File: src/rtl/ndp_buf_pkg.sv
// Shared definitions for the NDP buffer scheduler: FSM state encoding and
// the narrow/wide geometry helpers used to size the loaded-word bitmap.
package ndp_buf_pkg;

  // Load FSM encoding
  localparam logic [1:0] ST_IDLE = 2'd0;  // empty, waiting for the first host word
  localparam logic [1:0] ST_LOAD = 2'd1;  // host stream in progress, reads overlap
  localparam logic [1:0] ST_FULL = 2'd2;  // load finished, read-only

  // Number of narrow A-words packed into one wide B-word
  function automatic int calc_ratio(input int b_width, input int a_width);
    return b_width / a_width;
  endfunction

  // Number of wide B-words held by the buffer
  function automatic int calc_b_depth(input int a_depth, input int ratio);
    return a_depth / ratio;
  endfunction

endpackage

File: src/rtl/ndp_buf_sched.sv
// Load/read scheduler for the NDP dual-port buffer.
// The host streams narrow words into the A-port through an auto-incrementing
// pointer; a per-B-word bitmap tracks which wide words are complete so the
// compute engine can read them while the rest of the load is still running.
// Optional build macro: NDP_BUF_SCHED_PERF_EN adds the stall_cnt output.
module ndp_buf_sched
  import ndp_buf_pkg::*;
#(
  parameter int A_WIDTH         = 32,
  parameter int B_WIDTH         = 64,
  parameter int A_DEPTH         = 10,
  parameter int A_ADDRESS_WIDTH = 4,
  parameter int B_ADDRESS_WIDTH = 3,
  localparam int RATIO          = calc_ratio(B_WIDTH, A_WIDTH),
  localparam int B_DEPTH        = calc_b_depth(A_DEPTH, RATIO)
) (
  input  logic                       clk,
  input  logic                       rst,
  // host write stream
  input  logic                       wr_valid,
  output logic                       wr_ready,
  input  logic [A_WIDTH-1:0]         wr_data,
  input  logic                       wr_last,
  // compute read request / response
  input  logic                       rd_req_valid,
  output logic                       rd_req_ready,
  input  logic [B_ADDRESS_WIDTH-1:0] rd_req_addr,
  output logic                       rd_rsp_valid,
  output logic [B_WIDTH-1:0]         rd_rsp_data,
  output logic                       rd_rsp_err,
  // control / status
  input  logic                       clr,
  output logic                       loaded,
  output logic [B_DEPTH-1:0]         word_vld,
`ifdef NDP_BUF_SCHED_PERF_EN
  output logic [15:0]                stall_cnt,
`endif
  // buffer side
  output logic                       bram_wea,
  output logic [A_ADDRESS_WIDTH-1:0] bram_addra,
  output logic [A_WIDTH-1:0]         bram_dina,
  output logic [B_ADDRESS_WIDTH-1:0] bram_addrb,
  input  logic [B_WIDTH-1:0]         bram_doutb
);

  // Pointer is one bit wider than the A-port address so it can sit at A_DEPTH
  localparam int PW = A_ADDRESS_WIDTH + 1;

  logic [1:0]         state_q, state_d;
  logic [PW-1:0]      wptr_q, wptr_d;
  logic [B_DEPTH-1:0] word_vld_q, word_vld_d;
  logic               rsp_valid_q, rsp_valid_d;
  logic               rsp_err_q, rsp_err_d;
  logic               clr_pend_q, clr_pend_d;

  logic               clr_req;
  logic               clr_take;
  logic               wr_acc;
  logic               rd_acc;
  logic               addr_in_range;
  logic               addr_vld;
  logic [PW-1:0]      b_idx;
  logic [PW-1:0]      lane;

  // Handshake decode: clr (live or deferred) refuses both ports for the cycle
  always_comb begin
    // NOTE: every always_comb output gets a default first so no latch is inferred.
    clr_req       = clr || clr_pend_q;
    clr_take      = clr_req && !rsp_valid_q;
    addr_in_range = ({1'b0, rd_req_addr} < (B_ADDRESS_WIDTH + 1)'(B_DEPTH));
    addr_vld      = 1'b0;
    for (int i = 0; i < B_DEPTH; i++) begin
      if (rd_req_addr == B_ADDRESS_WIDTH'(i)) addr_vld = word_vld_q[i];
    end
    wr_ready     = !rst && !clr_req &&
                   ((state_q == ST_IDLE) ||
                    ((state_q == ST_LOAD) && (wptr_q < PW'(A_DEPTH))));
    rd_req_ready = !rst && !clr_req && (state_q != ST_IDLE) &&
                   (!addr_in_range || addr_vld);
    wr_acc       = wr_valid && wr_ready;
    rd_acc       = rd_req_valid && rd_req_ready;
  end

  // Next-state: load pointer, loaded-word bitmap, FSM, response pipe, clr deferral
  always_comb begin
    state_d     = state_q;
    wptr_d      = wptr_q;
    word_vld_d  = word_vld_q;
    rsp_valid_d = rd_acc;
    rsp_err_d   = rd_acc && !addr_in_range;
    // A response leaving this cycle pushes clr back by one cycle
    clr_pend_d  = clr_req && rsp_valid_q;
    b_idx       = wptr_q / PW'(RATIO);
    lane        = wptr_q % PW'(RATIO);
    if (clr_take) begin
      state_d    = ST_IDLE;
      wptr_d     = '0;
      word_vld_d = '0;
    end else if (wr_acc) begin
      wptr_d = wptr_q + PW'(1);
      // The word becomes readable at the same edge its last lane is written
      for (int i = 0; i < B_DEPTH; i++) begin
        if ((b_idx == PW'(i)) && ((lane == PW'(RATIO - 1)) || wr_last))
          word_vld_d[i] = 1'b1;
      end
      if (wr_last || (wptr_q == PW'(A_DEPTH - 1))) state_d = ST_FULL;
      else                                        state_d = ST_LOAD;
    end
  end

  // State registers; buffer contents live outside and are never cleared here
  always_ff @(posedge clk or posedge rst) begin
    if (rst) begin
      state_q     <= ST_IDLE;
      wptr_q      <= '0;
      word_vld_q  <= '0;
      rsp_valid_q <= 1'b0;
      rsp_err_q   <= 1'b0;
      clr_pend_q  <= 1'b0;
    end else begin
      // NOTE: sequential state uses non-blocking assignments so all flops update together.
      state_q     <= state_d;
      wptr_q      <= wptr_d;
      word_vld_q  <= word_vld_d;
      rsp_valid_q <= rsp_valid_d;
      rsp_err_q   <= rsp_err_d;
      clr_pend_q  <= clr_pend_d;
    end
  end

  // Buffer drive and status outputs; read data is the buffer's registered output
  always_comb begin
    bram_wea     = wr_acc;
    bram_addra   = wptr_q[A_ADDRESS_WIDTH-1:0];
    bram_dina    = wr_data;
    bram_addrb   = (state_q == ST_IDLE) ? '0 : rd_req_addr;
    loaded       = (state_q == ST_FULL);
    word_vld     = word_vld_q;
    rd_rsp_valid = rsp_valid_q;
    rd_rsp_err   = rsp_err_q;
    rd_rsp_data  = (rsp_valid_q && !rsp_err_q) ? bram_doutb : '0;
  end

`ifdef NDP_BUF_SCHED_PERF_EN
  logic [15:0] stall_cnt_q, stall_cnt_d;

  // Saturating count of cycles a read request waits on its word
  always_comb begin
    stall_cnt_d = stall_cnt_q;
    if (clr_take)
      stall_cnt_d = '0;
    else if (rd_req_valid && !rd_req_ready && (stall_cnt_q != 16'hFFFF))
      stall_cnt_d = stall_cnt_q + 16'd1;
  end

  // Stall counter register
  always_ff @(posedge clk or posedge rst) begin
    if (rst) stall_cnt_q <= '0;
    else     stall_cnt_q <= stall_cnt_d;
  end

  assign stall_cnt = stall_cnt_q;
`endif

endmodule

File: config.mk
export PLATFORM = sky130hd
export DESIGN_NAME = ndp_buf_sched
export DESIGN_NICKNAME = d
export VERILOG_FILES = /design/src/rtl/ndp_buf_pkg.sv /design/src/rtl/ndp_buf_sched.sv
export SDC_FILE = /design/constraint.sdc
export NUM_CORES = 1
export LEC_CHECK = 0
export ABC_AREA = 1
export CAP_MARGIN = 40
export CORE_MARGIN = 3
export CORE_UTILIZATION = 28
export CTS_CLUSTER_DIAMETER = 50
export DETAILED_ROUTE_END_ITERATION = 6
export GPL_TIMING_DRIVEN = 1
export PLACE_DENSITY = 0.91
export RECOVER_POWER = 50
export SYNTH_ARGS = -nofsm -noshare
export SYNTH_HDL_FRONTEND = slang
export SYNTH_SLANG_ARGS = --single-unit
File: constraint.sdc
create_clock -name clk -period 3.6 [get_ports clk]
set_input_delay 0.72 -clock clk [delete_from_list [all_inputs] [get_ports clk]]
set_output_delay 0.72 -clock clk [all_outputs]
set_load 0.01 [all_outputs]
==> key figures <==
Detailed routing
  – First drt pass iteration count: 6
  – Via Count: 2078
  – Final antenna-violating net count: 0
  – Via density per instance: 4.29
  – Drt total wl: 7010 um
  – Number of DRC markers after the initial detailed-route iteration: 68
  – DR DRC count: 0
  – Mean routed wirelength per cell: 14.5 um

Clock network
  – TritonCTS buffer count: 3
  – Latest clock arrival within the worst-skew pair: 0.25 ns
  – Count of hold buffers inserted by post-cts repair: 0
  – Maximum clock insertion buffer count: 2
  – Setup Fix Bufs, Post-CTS: 0
  – Number of gates resized after cts: 0
  – Clock-pin transition on the worst setup and hold timing paths: 0.06 ns
  – Sink Count: 15
  – Clock tree from TritonCTS: done
  – H-tree levels: 1
  – Clock root cell: clkbuf_8

STA
  – Final number of max-transition violations: 0
  – Post-route clock period utilization: 0.866
  – Fmax: 321 MHz
  – Final-report setup violation count: 0
  – Setup repair after global routing missed its margin: no
  – Final hold vios: 0
  – Actual transition at the worst max-transition pin: 0.809 ns
  – Post-layout min period: 3.12 ns
  – Relative slew slack: 0.461
  – Final critical-path setup slack: 0.481 ns
  – Total negative setup slack: 0 ns
  – Final clock skew: 0.00378 ns

GRT
  – First-pass GRT wire length: 10900 um
  – Pin count of the biggest net entering global routing: 40
  – Number of global-route vias before repair: 2055
  – Overall overflow remaining after global route: 0
  – Number of antenna violations at the first check in global routing: 0
  – Tot GR Track Use: 0.188

Floorplanning
  – I/O Pins: 219
  – Placeable core region: 5740 sq um
  – Number of placement rows: 27
  – Width of the die: 84.5 um
  – Floorplan die area: 7140 sq um
  – Height of the chip: 84.5 um
  – Effective utilization at floorplan: 0.301

Worst setup path
  – Data arrival at the endpoint of the critical path: 2.40 ns
  – Critical Path End Type: output pin
  – Critical path start-end classification: in -> out
  – Required time at the worst-slack endpoint: 2.88 ns
  – Startpoint class of the critical path: input pin
  – Crit-path max FO: 7

Pwr
  – Power consumption: 514 uW
  – Leakage power total: 1.60 nW
  – Maximum VDD drop: 0.000172 V
  – P per Cell Area: 168 nW/um^2

Yosys
  – Number of library cell types mapped by synthesis: 19
  – Area of the mapped netlist: 1730 sq um
  – Area contributors post-synth: dfrtp_1, inv_1, nor2_1
  – Fraction of post-synthesis cell area in the top cell type by area: 0.217
  – Library cell with the largest summed area after synthesis: dfrtp_1
  – Post-Syn Area per Cell: 5.83 sq um
  – Post-synthesis sequential element count: 15
  – Net Count, Synth: 403
  – Cells after Synth: 296
  – Sequential element share of the synthesized area: 0.217
  – Synth Warn #: 0

Final layout
  – Synth-to-layout area growth: 76.7%
  – Number of fillers in the final layout: 541
  – Total number of nets in the final design: 520
  – Post-route cell area: 3050 sq um
  – Proportion of layout cells with a drive suffix above 1: 0.0194
  – Highest-count cells in the layout ignoring fill and taps: clkdlybuf4s50_1, inv_1, nor2_1, nand2_1, dfrtp_1
  – # diodes: 0
  – Most frequent standard cell in the layout excluding fill and tap cells: clkdlybuf4s50_1

Place
  – Weighted congestion reported at the end of routability-driven placement: 0.890
  – Detailed-placement wirelength estimate: 5890 um
  – I/O Buffers: 154
  – Cell area reported after detailed placement: 3030 sq um
  – Placement-stage worst setup slack: 0.500 ns

Outcome
  – Run status: finished clean

Worst hold path
  – Path category of the worst min-delay check: reg -> reg

Job
  – Number of max-capacitance violations reported: 0
-- layout make-up --
class	instances	area, sq um	area share
Clock buffer	3	41.3	0.0135
Clock inverter	1	5.00	0.00164
Inverter	85	319	0.105
Multi-Input combinational cell	152	654	0.215
Sequential cell	15	375	0.123
Tap cell	72	90.1	0.0295
Timing Repair Buffer	156	1570	0.513
-- path summary, 6_finish.rpt --
path | start | slack [ns] | depth (start not counted) | endpoint
min in group asynchronous | rst | 1.16 | 3 | word_vld[3]$_DFFE_PP0P_
worst max-delay path | clr | 0.48 | 7 | bram_wea
worst max register to register | rd_rsp_valid$_DFF_PP0_ | 1.79 | 6 | wptr_q[4]$_DFFE_PP0P_
worst min-delay path | word_vld[4]$_DFFE_PP0P_ | 0.51 | 2 | word_vld[4]$_DFFE_PP0P_
max in group asynchronous | rst | 1.94 | 3 | word_vld[2]$_DFFE_PP0P_
worst min register to register | word_vld[4]$_DFFE_PP0P_ | 0.51 | 2 | word_vld[4]$_DFFE_PP0P_
-- cells by family after synthesis --
logic type,count (synthesis),share of synthesized area
simple gates,130,0.308
buf+inv,129,0.393
compound gates,17,0.0515
flops,15,0.217
xor+xnor,3,0.0152
fa+ha+maj,2,0.0145
-- sequential cells by signal (all words and copies together), names as in the netlist --
signal and count:
rd_rsp_valid 1, rd_rsp_err 1, clr_pend_q 1, state_q 2, wptr_q 5, word_vld 5
-- through the flow --
stage                     std cells  hold slack, ns   util
after floorplan                 296           0.471      -
after global placement          479           0.490  0.523
after detailed placement        480           0.499  0.527
after CTS                       484           0.520  0.535
after global routing            484           0.545  0.531
final                           484           0.510  0.531
-- cell usage after synthesis, drive strengths merged --
master	count
nor2	84
inv	85
nand3	14
a21oi	6
buf	44
or2	1
ha	2
nor3	1
xor2	3
nand2	29
o21ai	11
dfrtp	15
nor4	1
-- critical path, stage by stage --
cell and delay (ns):
clkdlybuf4s50_1 0.43, nor2_1 0.18, nand2_1 0.09, inv_1 0.08, nand3_1 0.11, inv_1 0.21
clkdlybuf4s50_1 0.58
-- per-layer routing --
layer / track usage / wire [um]
met3: 0.0981 / 943
met4: 0.0259 / 50
met5: 0 / 0
met1: 0.183 / 2290
met2: 0.357 / 3730
-- power by group --
part | leakage (nW) | switching [mW] | internal [mW]
registers | 0.206 | 0.00847 | 0.176
clock network | 0.0255 | 0.0639 | 0.0768
logic | 1.37 | 0.0765 | 0.112
total | 1.60 | 0.149 | 0.365
Note: power is estimated with default switching activity, not from simulation.
